[src/rtl/mem_arbiter_pkg.sv]
// -----------------------------------------------------------------------------
// arb_def : shared types for mem_arbiter
//
// Purpose : state and requester-id enums plus the registered request record
//           used by the two-way RAM arbiter and its round-robin picker.
// Ports   : none (package)
// -----------------------------------------------------------------------------
package arb_def;

  // Default widths of the arbiter datapath. mem_arbiter's ADDR_W/LINE_W
  // default to these, and the request record below is sized by them.
  localparam int ARB_ADDR_W = 32;
  localparam int ARB_LINE_W = 128;
  localparam int ARB_STRB_W = ARB_LINE_W / 8;

  typedef enum logic [1:0] {
    ARB_IDLE,
    ARB_READ,
    ARB_WRITE
  } arb_state_type;

  typedef enum logic {
    REQ_I,
    REQ_D
  } req_id_type;

  typedef struct packed {
    logic [ARB_ADDR_W-1:0] addr;
    logic [ARB_LINE_W-1:0] data;
    logic [ARB_STRB_W-1:0] strobe;
    logic                  is_write;
  } arb_req_type;

endpackage

[src/rtl/axi_bus_rw.sv]
// -----------------------------------------------------------------------------
// axi_bus_rw : simplified line-wide read/write memory bus
//
// Purpose : one read channel (addr/valid/ready, data/valid) and one write
//           channel (addr/data/strobe/valid/ready, response valid).
// Modports: controller - issues requests (drives addresses, valids, data)
//           device     - serves requests (drives readies, read data, resp)
// -----------------------------------------------------------------------------
interface axi_bus_rw #(
  parameter int ADDR_W = 32,
  parameter int LINE_W = 128
);
  localparam int STRB_W = LINE_W / 8;

  logic [ADDR_W-1:0] read_addr;
  logic              read_addr_valid;
  logic              read_addr_ready;
  logic [LINE_W-1:0] read_data;
  logic              read_data_valid;
  logic [ADDR_W-1:0] write_addr;
  logic              write_addr_valid;
  logic              write_addr_ready;
  logic [LINE_W-1:0] write_data;
  logic [STRB_W-1:0] write_strobe;
  logic              write_resp_valid;

  modport controller (
    output read_addr, read_addr_valid,
    input  read_addr_ready, read_data, read_data_valid,
    output write_addr, write_addr_valid, write_data, write_strobe,
    input  write_addr_ready, write_resp_valid
  );

  modport device (
    input  read_addr, read_addr_valid,
    output read_addr_ready, read_data, read_data_valid,
    input  write_addr, write_addr_valid, write_data, write_strobe,
    output write_addr_ready, write_resp_valid
  );
endinterface

[src/rtl/mem_arbiter_rr_pick2.sv]
// -----------------------------------------------------------------------------
// rr_pick2 : combinational two-way round-robin picker
//
// Purpose : choose between requester 0 (REQ_I) and requester 1 (REQ_D).
//           A lone requester always wins; on a tie the one that was not
//           granted last time wins.
// Ports   : req[1:0]  in  request vector, bit 0 = icache, bit 1 = dcache
//           last      in  id of the previous grant
//           gnt_valid out at least one request present
//           gnt_id    out id of the winner (meaningful when gnt_valid)
// -----------------------------------------------------------------------------
module rr_pick2
  import arb_def::*;
(
  input  logic [1:0] req,
  input  req_id_type last,
  output logic       gnt_valid,
  output req_id_type gnt_id
);

  always_comb begin
    gnt_valid = |req;
    gnt_id    = REQ_I;
    if (req == 2'b11) begin
      gnt_id = (last == REQ_I) ? REQ_D : REQ_I;
    end else if (req[1]) begin
      gnt_id = REQ_D;
    end
  end

endmodule

[src/rtl/mem_arbiter.sv]
// -----------------------------------------------------------------------------
// mem_arbiter : shares one RAM port between icache and dcache
//
// Purpose : round-robin arbitration, one outstanding RAM transaction at a
//           time, grant held until that transaction completes. A grant
//           costs one idle cycle before the RAM request appears.
// Ports   : clk      in   clock, posedge
//           RESET_N  in   asynchronous active-low reset
//           icache   axi_bus_rw.device      requester 0, read channel only
//           dcache   axi_bus_rw.device      requester 1, read and write
//           ram      axi_bus_rw.controller  shared memory port
//           perf_grants_i/perf_grants_d/perf_wait_cycles  out [CNT_W]
//                    saturating counters, present only when the macro
//                    MEM_ARBITER_PERF_CNT_EN is defined
// -----------------------------------------------------------------------------
module mem_arbiter
  import arb_def::*;
#(
  parameter int ADDR_W = ARB_ADDR_W,
  parameter int LINE_W = ARB_LINE_W
`ifdef MEM_ARBITER_PERF_CNT_EN
  ,
  parameter int CNT_W  = 32
`endif
) (
  input  logic             clk,
  input  logic             RESET_N,
  axi_bus_rw.device        icache,
  axi_bus_rw.device        dcache,
  axi_bus_rw.controller    ram
`ifdef MEM_ARBITER_PERF_CNT_EN
  ,
  output logic [CNT_W-1:0] perf_grants_i,
  output logic [CNT_W-1:0] perf_grants_d,
  output logic [CNT_W-1:0] perf_wait_cycles
`endif
);

  arb_state_type     r_state;
  arb_state_type     w_state_nxt;
  req_id_type        r_last;
  req_id_type        w_last_nxt;
  req_id_type        r_id;
  req_id_type        w_id_nxt;
  arb_req_type       r_req;
  arb_req_type       w_req_nxt;

  logic              w_req_i;
  logic              w_req_d;
  logic              w_gnt_valid;
  req_id_type        w_gnt_id;
  logic              w_grant;
  logic [ADDR_W-1:0] w_sel_addr;
  logic [LINE_W-1:0] w_sel_data;
  logic              w_rd_i;
  logic              w_rd_d;
  logic              w_wr;
  logic              w_unused_ok;

  // icache's write channel is never used; is_write only documents the record.
  assign w_unused_ok = ^{icache.write_addr, icache.write_addr_valid,
                         icache.write_data, icache.write_strobe, r_req.is_write};

  assign w_req_i = icache.read_addr_valid;
  assign w_req_d = dcache.read_addr_valid | dcache.write_addr_valid;

  rr_pick2 u_pick (
    .req       ({w_req_d, w_req_i}),
    .last      (r_last),
    .gnt_valid (w_gnt_valid),
    .gnt_id    (w_gnt_id)
  );

  // dcache read takes precedence over its own write when both are raised.
  always_comb begin
    w_sel_addr = icache.read_addr;
    if (w_gnt_id == REQ_D) begin
      w_sel_addr = dcache.read_addr_valid ? dcache.read_addr : dcache.write_addr;
    end
  end

  assign w_sel_data = dcache.write_data;

  always_comb begin
    w_state_nxt = r_state;
    w_last_nxt  = r_last;
    w_id_nxt    = r_id;
    w_req_nxt   = r_req;
    w_grant     = 1'b0;
    case (r_state)
      ARB_IDLE: begin
        if (w_gnt_valid) begin
          w_grant          = 1'b1;
          w_id_nxt         = w_gnt_id;
          w_last_nxt       = w_gnt_id;
          w_req_nxt.addr   = w_sel_addr;
          w_req_nxt.data   = w_sel_data;
          w_req_nxt.strobe = dcache.write_strobe;
          if ((w_gnt_id == REQ_D) && !dcache.read_addr_valid) begin
            w_req_nxt.is_write = 1'b1;
            w_state_nxt        = ARB_WRITE;
          end else begin
            w_req_nxt.is_write = 1'b0;
            w_state_nxt        = ARB_READ;
          end
        end
      end
      ARB_READ: begin
        if (ram.read_data_valid) begin
          w_state_nxt = ARB_IDLE;
        end
      end
      ARB_WRITE: begin
        if (ram.write_addr_ready) begin
          w_state_nxt = ARB_IDLE;
        end
      end
      default: w_state_nxt = ARB_IDLE;
    endcase
  end

  always_ff @(posedge clk or negedge RESET_N) begin
    if (!RESET_N) begin
      r_state <= ARB_IDLE;
      r_last  <= REQ_D;
      r_id    <= REQ_I;
      r_req   <= '0;
    end else begin
      r_state <= w_state_nxt;
      r_last  <= w_last_nxt;
      r_id    <= w_id_nxt;
      r_req   <= w_req_nxt;
    end
  end

  // Everything below is decoded from registered state, so the async reset
  // drops every valid/ready immediately.
  assign w_rd_i = (r_state == ARB_READ) && (r_id == REQ_I);
  assign w_rd_d = (r_state == ARB_READ) && (r_id == REQ_D);
  assign w_wr   = (r_state == ARB_WRITE);

  assign ram.read_addr        = r_req.addr;
  assign ram.read_addr_valid  = (r_state == ARB_READ);
  assign ram.write_addr       = r_req.addr;
  assign ram.write_addr_valid = w_wr;
  assign ram.write_data       = r_req.data;
  assign ram.write_strobe     = r_req.strobe;

  assign icache.read_addr_ready  = w_rd_i & ram.read_addr_ready;
  assign icache.read_data        = w_rd_i ? ram.read_data : '0;
  assign icache.read_data_valid  = w_rd_i & ram.read_data_valid;
  assign icache.write_addr_ready = 1'b0;
  assign icache.write_resp_valid = 1'b0;

  assign dcache.read_addr_ready  = w_rd_d & ram.read_addr_ready;
  assign dcache.read_data        = w_rd_d ? ram.read_data : '0;
  assign dcache.read_data_valid  = w_rd_d & ram.read_data_valid;
  assign dcache.write_addr_ready = w_wr & ram.write_addr_ready;
  assign dcache.write_resp_valid = w_wr & ram.write_addr_ready;

`ifdef MEM_ARBITER_PERF_CNT_EN
  logic w_fly_i;
  logic w_fly_d;
  logic w_wait;

  function automatic logic [CNT_W-1:0] sat_inc(input logic [CNT_W-1:0] v);
    return (&v) ? v : v + {{(CNT_W-1){1'b0}}, 1'b1};
  endfunction

  assign w_fly_i = (r_state != ARB_IDLE) && (r_id == REQ_I);
  assign w_fly_d = (r_state != ARB_IDLE) && (r_id == REQ_D);
  // One increment per cycle when either requester is left waiting,
  // including the grant cycle itself (nothing is in flight yet).
  assign w_wait  = (w_req_i & ~w_fly_i) | (w_req_d & ~w_fly_d);

  always_ff @(posedge clk or negedge RESET_N) begin
    if (!RESET_N) begin
      perf_grants_i    <= '0;
      perf_grants_d    <= '0;
      perf_wait_cycles <= '0;
    end else begin
      if (w_grant && (w_gnt_id == REQ_I)) perf_grants_i <= sat_inc(perf_grants_i);
      if (w_grant && (w_gnt_id == REQ_D)) perf_grants_d <= sat_inc(perf_grants_d);
      if (w_wait) perf_wait_cycles <= sat_inc(perf_wait_cycles);
    end
  end
`endif

endmodule

[src/flat_wrapper.sv]
// flat-port wrapper written by rule: the top's interface ports become plain ports
module mem_arbiter_flat import arb_def::*;
#(
  parameter int ADDR_W = ARB_ADDR_W,
  parameter int LINE_W = ARB_LINE_W

)
  (clk, RESET_N, icache_read_addr, icache_read_addr_valid, icache_read_addr_ready, icache_read_data, icache_read_data_valid, icache_write_addr, icache_write_addr_valid, icache_write_data, icache_write_strobe, icache_write_addr_ready, icache_write_resp_valid, dcache_read_addr, dcache_read_addr_valid, dcache_read_addr_ready, dcache_read_data, dcache_read_data_valid, dcache_write_addr, dcache_write_addr_valid, dcache_write_data, dcache_write_strobe, dcache_write_addr_ready, dcache_write_resp_valid, ram_read_addr, ram_read_addr_valid, ram_read_addr_ready, ram_read_data, ram_read_data_valid, ram_write_addr, ram_write_addr_valid, ram_write_data, ram_write_strobe, ram_write_addr_ready, ram_write_resp_valid);
  axi_bus_rw #(.ADDR_W(ADDR_W), .LINE_W(LINE_W)) icache_i ();
  axi_bus_rw #(.ADDR_W(ADDR_W), .LINE_W(LINE_W)) dcache_i ();
  axi_bus_rw #(.ADDR_W(ADDR_W), .LINE_W(LINE_W)) ram_i ();
  input  logic clk;
  input  logic RESET_N;
  input wire logic [$bits(icache_i.read_addr)-1:0] icache_read_addr;
  input wire logic [$bits(icache_i.read_addr_valid)-1:0] icache_read_addr_valid;
  output wire logic [$bits(icache_i.read_addr_ready)-1:0] icache_read_addr_ready;
  output wire logic [$bits(icache_i.read_data)-1:0] icache_read_data;
  output wire logic [$bits(icache_i.read_data_valid)-1:0] icache_read_data_valid;
  input wire logic [$bits(icache_i.write_addr)-1:0] icache_write_addr;
  input wire logic [$bits(icache_i.write_addr_valid)-1:0] icache_write_addr_valid;
  input wire logic [$bits(icache_i.write_data)-1:0] icache_write_data;
  input wire logic [$bits(icache_i.write_strobe)-1:0] icache_write_strobe;
  output wire logic [$bits(icache_i.write_addr_ready)-1:0] icache_write_addr_ready;
  output wire logic [$bits(icache_i.write_resp_valid)-1:0] icache_write_resp_valid;
  input wire logic [$bits(dcache_i.read_addr)-1:0] dcache_read_addr;
  input wire logic [$bits(dcache_i.read_addr_valid)-1:0] dcache_read_addr_valid;
  output wire logic [$bits(dcache_i.read_addr_ready)-1:0] dcache_read_addr_ready;
  output wire logic [$bits(dcache_i.read_data)-1:0] dcache_read_data;
  output wire logic [$bits(dcache_i.read_data_valid)-1:0] dcache_read_data_valid;
  input wire logic [$bits(dcache_i.write_addr)-1:0] dcache_write_addr;
  input wire logic [$bits(dcache_i.write_addr_valid)-1:0] dcache_write_addr_valid;
  input wire logic [$bits(dcache_i.write_data)-1:0] dcache_write_data;
  input wire logic [$bits(dcache_i.write_strobe)-1:0] dcache_write_strobe;
  output wire logic [$bits(dcache_i.write_addr_ready)-1:0] dcache_write_addr_ready;
  output wire logic [$bits(dcache_i.write_resp_valid)-1:0] dcache_write_resp_valid;
  output wire logic [$bits(ram_i.read_addr)-1:0] ram_read_addr;
  output wire logic [$bits(ram_i.read_addr_valid)-1:0] ram_read_addr_valid;
  input wire logic [$bits(ram_i.read_addr_ready)-1:0] ram_read_addr_ready;
  input wire logic [$bits(ram_i.read_data)-1:0] ram_read_data;
  input wire logic [$bits(ram_i.read_data_valid)-1:0] ram_read_data_valid;
  output wire logic [$bits(ram_i.write_addr)-1:0] ram_write_addr;
  output wire logic [$bits(ram_i.write_addr_valid)-1:0] ram_write_addr_valid;
  output wire logic [$bits(ram_i.write_data)-1:0] ram_write_data;
  output wire logic [$bits(ram_i.write_strobe)-1:0] ram_write_strobe;
  input wire logic [$bits(ram_i.write_addr_ready)-1:0] ram_write_addr_ready;
  input wire logic [$bits(ram_i.write_resp_valid)-1:0] ram_write_resp_valid;
  assign icache_i.read_addr = icache_read_addr;
  assign icache_i.read_addr_valid = icache_read_addr_valid;
  assign icache_read_addr_ready = icache_i.read_addr_ready;
  assign icache_read_data = icache_i.read_data;
  assign icache_read_data_valid = icache_i.read_data_valid;
  assign icache_i.write_addr = icache_write_addr;
  assign icache_i.write_addr_valid = icache_write_addr_valid;
  assign icache_i.write_data = icache_write_data;
  assign icache_i.write_strobe = icache_write_strobe;
  assign icache_write_addr_ready = icache_i.write_addr_ready;
  assign icache_write_resp_valid = icache_i.write_resp_valid;
  assign dcache_i.read_addr = dcache_read_addr;
  assign dcache_i.read_addr_valid = dcache_read_addr_valid;
  assign dcache_read_addr_ready = dcache_i.read_addr_ready;
  assign dcache_read_data = dcache_i.read_data;
  assign dcache_read_data_valid = dcache_i.read_data_valid;
  assign dcache_i.write_addr = dcache_write_addr;
  assign dcache_i.write_addr_valid = dcache_write_addr_valid;
  assign dcache_i.write_data = dcache_write_data;
  assign dcache_i.write_strobe = dcache_write_strobe;
  assign dcache_write_addr_ready = dcache_i.write_addr_ready;
  assign dcache_write_resp_valid = dcache_i.write_resp_valid;
  assign ram_read_addr = ram_i.read_addr;
  assign ram_read_addr_valid = ram_i.read_addr_valid;
  assign ram_i.read_addr_ready = ram_read_addr_ready;
  assign ram_i.read_data = ram_read_data;
  assign ram_i.read_data_valid = ram_read_data_valid;
  assign ram_write_addr = ram_i.write_addr;
  assign ram_write_addr_valid = ram_i.write_addr_valid;
  assign ram_write_data = ram_i.write_data;
  assign ram_write_strobe = ram_i.write_strobe;
  assign ram_i.write_addr_ready = ram_write_addr_ready;
  assign ram_i.write_resp_valid = ram_write_resp_valid;
  mem_arbiter #(.ADDR_W(ADDR_W), .LINE_W(LINE_W)) u_core (.clk(clk), .RESET_N(RESET_N), .icache(icache_i), .dcache(dcache_i), .ram(ram_i));
endmodule
[config.mk]
export PLATFORM = sky130hd
export DESIGN_NAME = mem_arbiter_flat
export DESIGN_NICKNAME = d
export VERILOG_FILES = /design/src/rtl/mem_arbiter_pkg.sv /design/src/rtl/axi_bus_rw.sv /design/src/rtl/mem_arbiter_rr_pick2.sv /design/src/rtl/mem_arbiter.sv /design/src/flat_wrapper.sv
export SDC_FILE = /design/constraint.sdc
export NUM_CORES = 1
export LEC_CHECK = 0
export ABC_AREA = 1
export BUFFER_PORTS_ARGS = -buffer_cell sky130_fd_sc_hd__buf_2
export CORE_AREA = 2 2 404 406
export CTS_BUF_LIST = sky130_fd_sc_hd__clkbuf_4 sky130_fd_sc_hd__clkbuf_8
export DETAILED_ROUTE_END_ITERATION = 8
export DIE_AREA = 0 0 406 408
export GPL_TIMING_DRIVEN = 0
export PLACE_DENSITY_LB_ADDON = 0.05
export SLEW_MARGIN = 25
export SYNTH_ARGS = -nofsm -noshare
export SYNTH_HDL_FRONTEND = slang
export SYNTH_SLANG_ARGS = --single-unit
[constraint.sdc]
create_clock -name clk -period 3.6 [get_ports clk]
set_clock_uncertainty 0.1 [all_clocks]
set_input_delay 0.54 -clock clk [delete_from_list [all_inputs] [get_ports clk]]
set_output_delay 0.54 -clock clk [all_outputs]
set_load 0.005 [all_outputs]
# --- Word level (Yosys, flattened, before mapping) ---
# Cells that the tools add are included.
totals:
  regBits: 180
  inputBits: 554
  out_inout_bits: 474
  wordCells: 39
op_classes:
  n_eq_ne: 6
  muxes: 12
  bitwise_logic: 7
  reduce_logical: 8
ops:
  columns: ["operator", "count"]
  rows:
  - ["$mux W128", 2]
  - ["$mux W32", 2]
  - ["$mux W2", 4]
  - ["$pmux W2 S3", 1]
  - ["$and A1 B1 Y1", 5]
  - ["$eq A2 B2 Y1 const B", 2]
  - ["$ne A2 B2 Y1 const B", 2]
  - ["$logic_and A1 B1 Y1", 3]
  - ["$mux W1", 3]
  - ["$reduce_and A3 Y1", 1]
  - ["$eq A2 B1 Y1 const B", 1]
  - ["$logic_not A2 Y1", 1]
  - ["$ne A2 B1 Y1 const B", 1]
  - ["$reduce_and A2 Y1", 1]
  - ["$reduce_or A2 Y1", 1]
  - ["$logic_not A1 Y1", 1]
  - ["$not A1 Y1", 1]
  - ["$or A1 B1 Y1", 1]

# --- Logic depth before layout (Yosys ltp) ---
# Gate-level depths: netlist of the first run.
logic_depth:
  ltp_word: 7
  depth_mapped: 8
  ltp_nobuf: 6

# --- Modules after synthesis ---
# From an unflattened synthesis of the first run, not the netlist that was laid out.
unflattened:
  hier_cells: 1472
  hier_area_um2: 9830.7
modules_own_cells:
  columns: ["module", "n_inst", "cells_each", "area_per_inst_um2", "seq_area_each_um2"]
  rows:
  - ["mem_arbiter", 1, 1469, 9815.7, 4505.6]
  - ["rr_pick2", 1, 3, 15.0, 0.0]

# --- Worst setup path after synthesis of the first run ---
# Ideal clock, no wire load.
synth_timing:
  path_type: "reg-to-output"
  start: "register u_core.r_state[0]"
  end: "output port dcache_read_data[117]"
  arrival_ns: 1.213
  t_required_ns: 2.960
  slack_ns: 1.747
  stages_incl_launch_ff: 7
  n_path_buf: 2
  path_cell_list: "dfrtp_1 inv_1 nor2_1 nand2_1 clkbuf_1 clkbuf_1 nor2_1"
synth_between:
  elab_chain_len: 3
synth_lines:
  columns: ["element", "line", "text"]
  rows:
  - ["start: declaration", "mem_arbiter.sv:39", "arb_state_type r_state;"]
  - ["start signal: assignment", "mem_arbiter.sv:129", "r_state <= w_state_nxt;"]
  - ["$eq A2 B1 Y1", null, null]
  - ["net ram_read_addr_valid", "flat_wrapper.sv:37", "output wire logic [$bits(ram_i.read_addr_valid)-1:0] ram_read_addr_valid;"]
  - ["$logic_and A1 B1 Y1", "mem_arbiter.sv:139", "assign w_rd_d = (r_state == ARB_READ) && (r_id == REQ_D);"]
  - ["$mux W128", "mem_arbiter.sv:156", "assign dcache.read_data = w_rd_d ? ram.read_data : '0;"]
  - ["end: declaration", "flat_wrapper.sv:28", "output wire logic [$bits(dcache_i.read_data)-1:0] dcache_read_data;"]
# The timed path passes the listed nets, and every way through them passes these cells.

# --- Worst setup path in the final report of the first run ---
layout_timing:
  start: "register u_core.r_state[0]"
  end: "output port dcache_read_data[64]"
layout_between:
  elab_chain_len: 3
layout_lines:
  columns: ["element", "line"]
  rows:
  - ["$eq A2 B1 Y1", "mem_arbiter.sv:139"]
  - ["$logic_and A1 B1 Y1", "mem_arbiter.sv:139"]
  - ["$mux W128", "mem_arbiter.sv:156"]
# Every way passes these cells.

==> impl_metrics.json, run 1 <==
{
  "reg2reg_depth": 7,
  "period_minus_slack_ps": 3230,
  "postRouteAntennaNets": 0,
  "htree_levels": 4,
  "slew_headroom": 0.314,
  "min_path_type": "in2reg",
  "synth_compound_area_frac": 0.00321,
  "worst_hold_path.endpoint": "u_core.ram.read_addr[8]$_DFFE_PN0P_",
  "cts.sinks": 180,
  "async_flop_share": 1.00,
  "clockPowerShare": 0.128,
  "r2r_setup_slack_ps": 1360,
  "cp.arrival_ps": 2590,
  "power.density_nw_per_um2": 684,
  "intPower_mw": 6.38,
  "p_seq_frac": 0.293,
  "areaGrowthSynthToFinish_pct": 91.7,
  "clock_latency_ps": 590,
  "synth.distinct_cells": 17,
  "min_from": "icache_read_addr[8]",
  "first_pass_iters": 4,
  "grt_overflow": 0,
  "outcome": "completed",
  "crit_type": "reg2out",
  "cts_made_buffers": 17,
  "synthMuxAreaShare": 0,
  "yosys.area_share.adder": 0,
  "synth_ff_type": "dfrtp_1",
  "wl_per_cell_um": 19.9,
  "synth_xor_area_frac": 0,
  "grt_util_met3": 0.0531,
  "via_count": 13100,
  "multi_input_area_sq_um": 3710,
  "dp_hpwl_um": 81500,
  "cp_slowest_cell": "dfrtp_1",
  "cts_root_buffer": "clkbuf_8",
  "r2r_start": "u_core.r_state[1]$_DFFE_PN0P_",
  "dieArea_sq_um": 166000,
  "seq_area_sq_um": 4510,
  "gp_congestion": 0.955,
  "synthCells": 1499,
  "synth_edf_count": 0,
  "net-switching-power_mw": 6.40,
  "critPathLaunchType": "flip-flop",
  "cp_top_family": "buffers and inverters",
  "synth_seq_area_share": 0.462,
  "final_common_cell": "buf_2",
  "core-area_sq_um": 162000,
  "cts_tree": "yes",
  "start_util": 0.0603,
  "dieWidth_um": 406,
  "synth_top_area_share": 0.460,
  "cts_max_path_buffers": 2,
  "switching_share": 0.501,
  "grt_pass1_wl_um": 124000,
  "nets": 3068,
  "worst_setup_path_end_kind": "output port",
  "totalWireLength_um": 93700,
  "final_core_util": 0.116,
  "instances_no_fill": 4713,
  "combPwrFrac": 0.579,
  "layout_common_cells": "buf_2, nand2_1, nor2_1, inv_1, dfrtp_1",
  "crit_chain": "inv_1, nor2_1, nand2_1, clkbuf_2, buf_2, nor2_1, buf_2",
  "max_freq_ghz": 0.310,
  "synth_top_family_by_area": "simple AND/OR/NAND/NOR gates",
  "grt_antenna_before_repair": 55,
  "max_stage_delay_ps": 390,
  "n_fill_cell": 19100,
  "slew_violations": 0,
  "leakagePower_nw": 11.0,
  "post_route_cells_drive_above_1_share": 0.386,
  "drv_cap": 0,
  "syn_area_per_cell_sq_um": 6.50,
  "grtUsageTotal": 0.111,
  "yosys.area.top_type": "dfrtp_1",
  "drc": 0,
  "grt_busiest_layer": "met2",
  "die_h_um": 408,
  "path_buf_inv": 4,
  "synth_top_cells_by_area": "dfrtp_1, nand2_1, nor2_1",
  "setup_violations": 0,
  "hold_viol": 0,
  "tightest_slew_ps": 1020,
  "grtUsageMet2": 0.209,
  "cp_max_fo": 10,
  "rows": 148,
  "worstPathRequired_ps": 2960,
  "synth_seq_cells": 180,
  "timing.rr.end": "u_core.ram.write_strobe[4]$_DFFE_PN0P_",
  "grt_pass1_vias": 14700,
  "drt_iter0_markers": 448,
  "finalCritPeriodShare": 0.897,
  "placed_cells": 4524,
  "netlist_area_sq_um": 9750,
  "grt_max_degree": 71,
  "synth_simple_gate_area_share": 0.376,
  "ys.warnings.count": 0,
  "rsz0062_at_grt": "false",
  "num_io_pins": 1028,
  "viasPerCell": 2.79,
  "use_met1": 0.103,
  "cts.clk_slew.worst_paths_ps": 100,
  "hold_path_depth": 5,
  "io_buffer_count": 846,
  "peakVddDrop_mv": 0.292
}
==> power groups by stage <==
stage          Clock, mW  Sequential, mW  Combinational (mW)
2_1_floorplan          0            3.71                3.00
3_3_place_gp           0            3.84                7.80
3_5_place_dp           0            3.84                7.71
4_1_cts             1.83            3.80                7.90
5_1_grt             1.88            3.91                8.45
6_report            1.64            3.74                7.40
==> stage by stage <==
| step | area [sq um] | hold slack (ps) | setup slack, ps | power (mW) | TNS, ps |
|---|---|---|---|---|---|
| after floorplan | 9750 | 144 | 1750 | 6.71 | 0 |
| after global placement | 16700 | 351 | -2560 | 11.6 | -448390 |
| after detailed placement | 16800 | 351 | 453 | 11.6 | 0 |
| after CTS | 18700 | 31.0 | 77.3 | 13.5 | 0 |
| after global routing | 18700 | 87.3 | 18.3 | 14.2 | 0 |
| final | 18700 | 154 | 371 | 12.8 | 0 |
==> sequential cells by signal, indices dropped and copies added, names as in the netlist <==
signal and count:
u_core.ram.write_data 128, u_core.ram.read_addr 32, u_core.r_last 1, u_core.r_state 2, u_core.ram.write_strobe 16, u_core.r_id 1
==> layer usage <==
layer | part of all wire | routed length (um)
met1 | 0.34 | 31600
met2 | 0.52 | 48600
met3 | 0.10 | 9440
met4 | 0.040 | 3780
met5 | 0.0026 | 242
==> cell families after synthesis <==
group                  Yosys count
and+or+nand+nor                965
other                            1
DFF                            180
buffers and inverters          349
AOI/OAI and AO/OA                4
==> worst register-to-register path: cells and delay by family, from the launching register on <==
kind | cells | cell delay (ps)
buffers and inverters | 3 | 1000
and+or+nand+nor | 3 | 310
DFF | 1 | 390
AOI/OAI and AO/OA | 1 | 400
==> worst max path at each step <==
stage	cells past startpoint	start	to
6_report	7	u_core.r_state[0]$_DFFE_PN0P_	dcache_read_data[64]
3_3_place_gp	1	RESET_N	u_core.ram.write_data[6]$_DFFE_PN0P_
3_5_place_dp	7	u_core.r_state[0]$_DFFE_PN0P_	icache_read_data[63]
4_1_cts	7	u_core.r_state[0]$_DFFE_PN0P_	dcache_read_data[64]
2_1_floorplan	6	u_core.r_state[0]$_DFFE_PN0P_	dcache_read_data[117]
5_1_grt	7	u_core.r_state[0]$_DFFE_PN0P_	dcache_read_data[126]
==> what timing repair did <==
action / in CTS / in global routing
gates cloned: 0 / 0
resized for setup: 2 / 2
endpoints found under the hold margin: 214 / 0
setup endpoints to repair: 124 / 1
hold buffers: 146 / 0
setup buffers: 0 / 0
==> area by class of cell <==
| class | instances | area share |
|---|---|---|
| Timing Repair Buffer | 995 | 0.310 |
| Clock buffer | 21 | 0.0148 |
| Inverter | 235 | 0.0472 |
| Multi-Input combinational cell | 971 | 0.198 |
| Clock inverter | 11 | 0.00649 |
| Tap cell | 2175 | 0.146 |
| Sequential cell | 180 | 0.241 |
| Antenna cell | 11 | 0.00147 |
| Buffer | 114 | 0.0353 |
==> Yosys cell counts (2+ instances only) <==
cell type / number
buf_2: 38
buf_4: 48
clkbuf_1: 27
dfrtp_1: 179
inv_1: 234
nand2_1: 667
nand3_1: 33
nor2_1: 262
nor2_2: 2
o21ai_0: 2
Power figures use the tool's default switching activity.
==> run 2: changes to the inputs <==
--- a/config.mk
+++ b/config.mk
@@ -5,15 +5,16 @@
 export SDC_FILE = /design/constraint.sdc
 export NUM_CORES = 1
 export LEC_CHECK = 0
-export ABC_AREA = 1
+export ABC_AREA = 0
 export BUFFER_PORTS_ARGS = -buffer_cell sky130_fd_sc_hd__buf_2
-export CORE_AREA = 2 2 404 406
+export CORE_AREA = 2 2 400 402
 export CTS_BUF_LIST = sky130_fd_sc_hd__clkbuf_4 sky130_fd_sc_hd__clkbuf_8
 export DETAILED_ROUTE_END_ITERATION = 8
-export DIE_AREA = 0 0 406 408
+export DIE_AREA = 0 0 402 404
 export GPL_TIMING_DRIVEN = 0
 export PLACE_DENSITY_LB_ADDON = 0.05
 export SLEW_MARGIN = 25
 export SYNTH_ARGS = -nofsm -noshare
 export SYNTH_HDL_FRONTEND = slang
 export SYNTH_SLANG_ARGS = --single-unit
+export TNS_END_PERCENT = 100
==> run 2 against run 1 <==
  * Power is 0.10% lower
  * Critical path depth down 1
  * Cell count down 17%
  * Sequential power about the same
  * Clock power grew 4%
  * Routed wire length shrank 24%
  * Non-clock buffer count down 10
  * Fmax fell by 2.1%
  * Core utilization grew 0.12 points
  * Via count is 21% lower
  * Design area fell by 1.3%
  * Die area down 2.0%
  * Largest power group unchanged
  * Highest routed layer unchanged
==> impl_metrics.json, run 2 <==
{
  "via_count": 10400,
  "setup_ws_ps": 303,
  "max_stage_delay_ps": 450,
  "cts_made_buffers": 17,
  "finalCritPeriodShare": 0.916,
  "syn_area_per_cell_sq_um": 12.0,
  "totalWireLength_um": 71100,
  "gp_congestion": 0.756,
  "synth_seq_area_share": 0.472,
  "drc": 0,
  "post-place-ws_ps": 399,
  "setup_violations": 0,
  "num_io_pins": 1028,
  "post_route_cells_drive_above_1_share": 0.597,
  "synth_top_area_share": 0.469,
  "cp.arrival_ps": 2660,
  "synth_edf_count": 0,
  "htree_levels": 4,
  "cts.sinks": 180,
  "power.density_nw_per_um2": 692,
  "die_h_um": 404,
  "grt_pass1_vias": 11500,
  "drt_iter0_markers": 262,
  "hold_viol": 0,
  "post_cts_buffers": 0,
  "worst_setup_path_end_kind": "output port",
  "ys.warnings.count": 0,
  "tightest_slew_ps": 851,
  "power_mw": 12.8,
  "min_from": "ram_read_data_valid",
  "dieWidth_um": 402,
  "tns_ps": 0,
  "grt_antenna_before_repair": 30,
  "cts.clk_slew.worst_paths_ps": 160,
  "crit_start": "u_core.r_state[1]$_DFFE_PN0P_",
  "grtUsageTotal": 0.0850,
  "crit_chain": "nand2b_1, nor2_1, clkbuf_4, clkbuf_1, and2_1, buf_2",
  "leakagePower_nw": 9.16,
  "areaGrowthSynthToFinish_pct": 93.0,
  "synthCells": 799,
  "slew_violations": 0,
  "yosysMostFrequentCell": "dfrtp_1",
  "grt_max_degree": 65,
  "worstPathRequired_ps": 2960,
  "synth_top_cells_by_area": "dfrtp_1, mux2_2, mux2_1",
  "synth.distinct_cells": 20,
  "yosys-top-cells-count": "dfrtp_1, mux2_2, and2_1",
  "wl_per_cell_um": 18.1,
  "cp_max_fo": 10,
  "period_minus_slack_ps": 3300,
  "rows": 146,
  "cp_slowest_cell": "dfrtp_1",
  "io_buffer_count": 846,
  "start_util": 0.0605,
  "final_common_cell": "buf_2",
  "postRouteAntennaNets": 0,
  "grt_overflow": 0,
  "nets": 2369,
  "dieArea_sq_um": 162000,
  "first_pass_iters": 4,
  "cp.depth": 6,
  "r2r_setup_slack_ps": 1200,
  "viasPerCell": 2.65,
  "layout_common_cells": "buf_2, dfrtp_1, dlygate4sd3_1, mux2_2, and2_1",
  "cts_root_buffer": "clkbuf_8",
  "min_path_type": "in2reg",
  "peakVddDrop_mv": 0.322,
  "yosys.area.top_type": "dfrtp_1",
  "synth_ff_type": "dfrtp_1",
  "netlist_area_sq_um": 9550,
  "crit_type": "reg2out",
  "hold_path_depth": 2,
  "drv_cap": 0,
  "largest_register_ffs": 128,
  "r2r_start": "u_core.r_last$_DFFE_PN1P_",
  "cp_top_family": "buffers and inverters",
  "core-area_sq_um": 158000,
  "outcome": "completed",
  "path_buf_inv": 3,
  "cts_max_path_buffers": 2,
  "grt_pass1_wl_um": 95800,
  "reg2reg_depth": 4,
  "slew_headroom": 0.433,
  "cts_tree": "yes",
  "critPathLaunchType": "flip-flop",
  "async_flop_share": 1.00,
  "synth_seq_cells": 180,
  "clock_latency_ps": 650,
  "max_freq_ghz": 0.303,
  "dp_hpwl_um": 60900
}
## run 2: changes by cell type after synthesis, moves of 99 or more
cell	previous run	this run
and3_1	0	130
and2_1	0	131
mux2_2	0	141
inv_1	234	1
mux2_1	0	99
nand2_1	667	0
nor2_1	262	2
## run 2: worst paths after layout
| kind | to |
|---|---|
| max reg2reg | u_core.ram.read_addr[30]$_DFFE_PN0P_ |
| max in group asynchronous | u_core.ram.write_data[100]$_DFFE_PN0P_ |
| min reg2reg | u_core.ram.write_data[93]$_DFFE_PN0P_ |
| max | icache_read_data[52] |
| min | u_core.r_state[0]$_DFFE_PN0P_ |
| min in group asynchronous | u_core.ram.write_data[26]$_DFFE_PN0P_ |
## run 2: cell families after synthesis
kind of cell | count (synthesis) | share of synthesized area
compound gates | 6 | 0.00799
buf+inv | 104 | 0.0619
flops | 180 | 0.472
mux | 240 | 0.283
other cells | 1 | 0.000392
simple gates | 268 | 0.175
## run 2: metrics by stage
stage                     hold slack (ps)  cell area (sq um)  utilization  cells
final                                 112              18400        0.117   3920
after global routing                 15.8              18400        0.117   3910
after CTS                            5.36              18400        0.117   3900
after detailed placement              367              16500        0.104   3722
after global placement                372              16400        0.104   3718
after floorplan                       144               9560            -    800
## run 2: final cells by class
class                   count  area [sq um]
fillers                 18300        139000
repair buffers            996          5800
flip-flops and latches    180          4510
multi-input cells         516          4460
well taps                2072          2590
plain buffers             103           596
clock buffers              17           234
clock inverters            15           203
diodes                     20          50.0
inverters                   1          3.75
## run 2: worst reg2reg max path: cells and delay by family (launching register included)
family,cells,cell delay (ps)
AO/OA/AOI/OAI,1,650
buffers and inverters,1,340
multiplexers,2,770
flip-flops,1,420
## run 2: what timing repair did
| item | in CTS | in global routing |
|---|---|---|
| hold endpoints to repair | 252 | 0 |
| cloned | 0 | 0 |
| gates resized for setup | 4 | 3 |
| hold buffers | 146 | 0 |
| endpoints found under the setup margin | 190 | 2 |
## run 2: layer usage
layer  track usage  vias up  wire, um
met5             0        -        93
met4        0.0162       14      1050
met3        0.0451       61      7730
met2         0.145      586     34100
met1        0.0933     4953     28100
li1              -     4788         -
## run 2: power breakdown
group	switching, mW	internal (mW)
combinational	3.88	3.42
sequential	0.702	3.07
clock	1.10	0.601
total	5.68	7.09
==> run 3: changes to the inputs <==
==> constraint.sdc (replaced) <==
create_clock -name clk -period 3.6 [get_ports clk]
set_clock_uncertainty 0.1 [all_clocks]
set_input_delay 0.72 -clock clk [delete_from_list [all_inputs] [get_ports clk]]
set_output_delay 0.72 -clock clk [all_outputs]
set_load 0.005 [all_outputs]
==> run 3 against run 2 <==
  * Via count shrank 4.2%
  * Power shrank 0.79%
  * Critical path depth is the same
  * Clock-buffer cell count is the same
  * Die area is the same
  * Combinational power shrank 1%
  * Routed wire length shrank 0.28%
  * Setup slack lost 21 ps
  * Non-clock buffer count shrank 145
  * Largest cell class unchanged
  * Highest routed layer unchanged
==> impl_metrics.json, run 3 (synthesized netlist as in run 2, its figures left out) <==
{
  "outcome": "completed",
  "cts_tree": "yes",
  "worst_setup_path_end_kind": "output port",
  "core-area_sq_um": 158000,
  "cp_max_fo": 10,
  "tns_ps": 0,
  "cp_top_family": "buffers and inverters",
  "setup_ws_ps": 281,
  "max_freq_ghz": 0.301,
  "placed_cells": 3722,
  "worst_hold_path.endpoint": "u_core.ram.write_data[69]$_DFFE_PN0P_",
  "wl_met2_um": 33700,
  "tightest_slew_ps": 851,
  "r2r_setup_slack_ps": 1170,
  "die_h_um": 404,
  "drt_iter0_markers": 258,
  "path_buf_inv": 3,
  "post_cts_buffers": 0,
  "min_path_type": "in2reg",
  "drv_cap": 0,
  "crit_chain": "nand2b_1, nor2_1, buf_4, buf_2, and2_1, buf_2",
  "instances_no_fill": 3769,
  "cts.sinks": 180,
  "grt_pass1_wl_um": 94600,
  "drc": 0,
  "start_util": 0.0605,
  "cpMostUsedCell": "buf_2",
  "post_route_cells_drive_above_1_share": 0.658,
  "dp_hpwl_um": 60900,
  "period_minus_slack_ps": 3320,
  "first_pass_iters": 4,
  "totalWireLength_um": 70900,
  "cts_max_path_buffers": 2,
  "via_count": 9965,
  "postRouteAntennaNets": 0,
  "hold_ws_ps": 188,
  "min_from": "dcache_write_data[69]",
  "io_buffer_count": 846,
  "max_stage_delay_ps": 450,
  "setup_violations": 0,
  "power.density_nw_per_um2": 745,
  "multi_input_area_sq_um": 4460,
  "final_core_util": 0.108,
  "m1WireLength_um": 27200,
  "dieWidth_um": 402,
  "rsz0062_at_grt": "true",
  "grt_pass1_vias": 10900,
  "n_fill_cell": 18400,
  "dieArea_sq_um": 162000,
  "hold_path_depth": 2,
  "top_layer": "met5",
  "dr_wl_met3_um": 8670,
  "wl_per_cell_um": 18.8,
  "seq_area_sq_um": 4510,
  "cp.arrival_ps": 2500,
  "htree_levels": 4,
  "worstPathRequired_ps": 2780,
  "largest_register_ffs": 128,
  "leakagePower_nw": 8.61,
  "slew_violations": 0,
  "peakVddDrop_mv": 0.302,
  "final_common_cell": "buf_2",
  "gp_congestion": 0.756,
  "critPathLaunchType": "flip-flop",
  "cts.clk_slew.worst_paths_ps": 160,
  "reg2reg_depth": 4,
  "grt_max_degree": 65,
  "nets": 2224,
  "cts_root_buffer": "clkbuf_8",
  "rows": 146,
  "hold_viol": 0,
  "crit_type": "reg2out",
  "post-place-ws_ps": 219,
  "grtUsageTotal": 0.0847,
  "clock_latency_ps": 640,
  "viasPerCell": 2.64,
  "cp_slowest_cell": "dfrtp_1",
  "layout_common_cells": "buf_2, dfrtp_1, mux2_2, and2_1, and3_1",
  "grt_antenna_before_repair": 56,
  "num_io_pins": 1028,
  "finalCritPeriodShare": 0.922,
  "grt_overflow": 0,
  "timing.rr.end": "u_core.ram.read_addr[30]$_DFFE_PN0P_",
  "r2r_start": "u_core.r_last$_DFFE_PN1P_",
  "crit_start": "u_core.r_state[1]$_DFFE_PN0P_",
  "cts_made_buffers": 17,
  "areaGrowthSynthToFinish_pct": 77.9,
  "slew_headroom": 0.431
}
-- run 3: cell count changes in the layout (fill, tap and decap cells not counted) --
cell | previous run | this run
buf_2 | 856 | 857
buf_1 | 1 | 0
clkbuf_2 | 3 | 17
clkbuf_1 | 37 | 22
buf_4 | 50 | 51
dlygate4sd3_1 | 146 | 1
diode_2 | 20 | 14
-- run 3: per-stage QoR --
step | total power [mW] | area [sq um]
after floorplan | 6.85 | 9560
after global placement | 11.4 | 16400
after detailed placement | 11.3 | 16500
after CTS | 13.2 | 17000
after global routing | 13.8 | 17000
final | 12.7 | 17000
-- run 3: what timing repair did --
action | CTS | global route
endpoints found under the setup margin | 199 | 39
hold buffers | 1 | 0
gates resized for setup | 20 | 6
hold endpoints to repair | 34 | 0
-- run 3: worst max-delay path by stage --
stage | endpoint | slack [ps] | cells after the start
final | icache_read_data[118] | 280 | 6
after global routing | dcache_read_data[69] | -40 | 6
after CTS | icache_read_data[118] | 10 | 6
after detailed placement | icache_read_data[118] | 220 | 6
after global placement | u_core.ram.write_data[100]$_DFFE_PN0P_ | -2560 | 1
after floorplan | icache_read_data[100] | 1420 | 5
-- run 3: cell type report --
type | instances | share of cell area
clock inverter | 15 | 0.0119
buffer | 103 | 0.0364
clock buffer | 17 | 0.0138
sequential | 180 | 0.265
timing repair buffer | 851 | 0.256
inverter | 1 | 0.000221
multi-input combinational | 516 | 0.262
tap | 2072 | 0.152
antenna | 14 | 0.00206
-- run 3: routing by layer --
layer / vias to the layer above / GRT usage
met1: 4704 / 0.0902
met2: 603 / 0.143
met3: 110 / 0.0524
met4: 58 / 0.0140
li1: 4490 / -
met5: - / 0
-- run 3: worst register-to-register path, delay by kind of cell (launching register included) --
family | cells | cell delay, ps
AO/OA/AOI/OAI | 1 | 680
buffers and inverters | 1 | 340
flip-flops | 1 | 420
multiplexers | 2 | 760
-- run 3: power by group --
part	total [mW]	internal, mW	leakage, nW	switching [mW]
Sequential	3.77	3.07	2.10	0.702
Combinational	7.21	3.34	6.29	3.86
Clock	1.69	0.601	0.218	1.08
Total	12.7	7.01	8.61	5.65
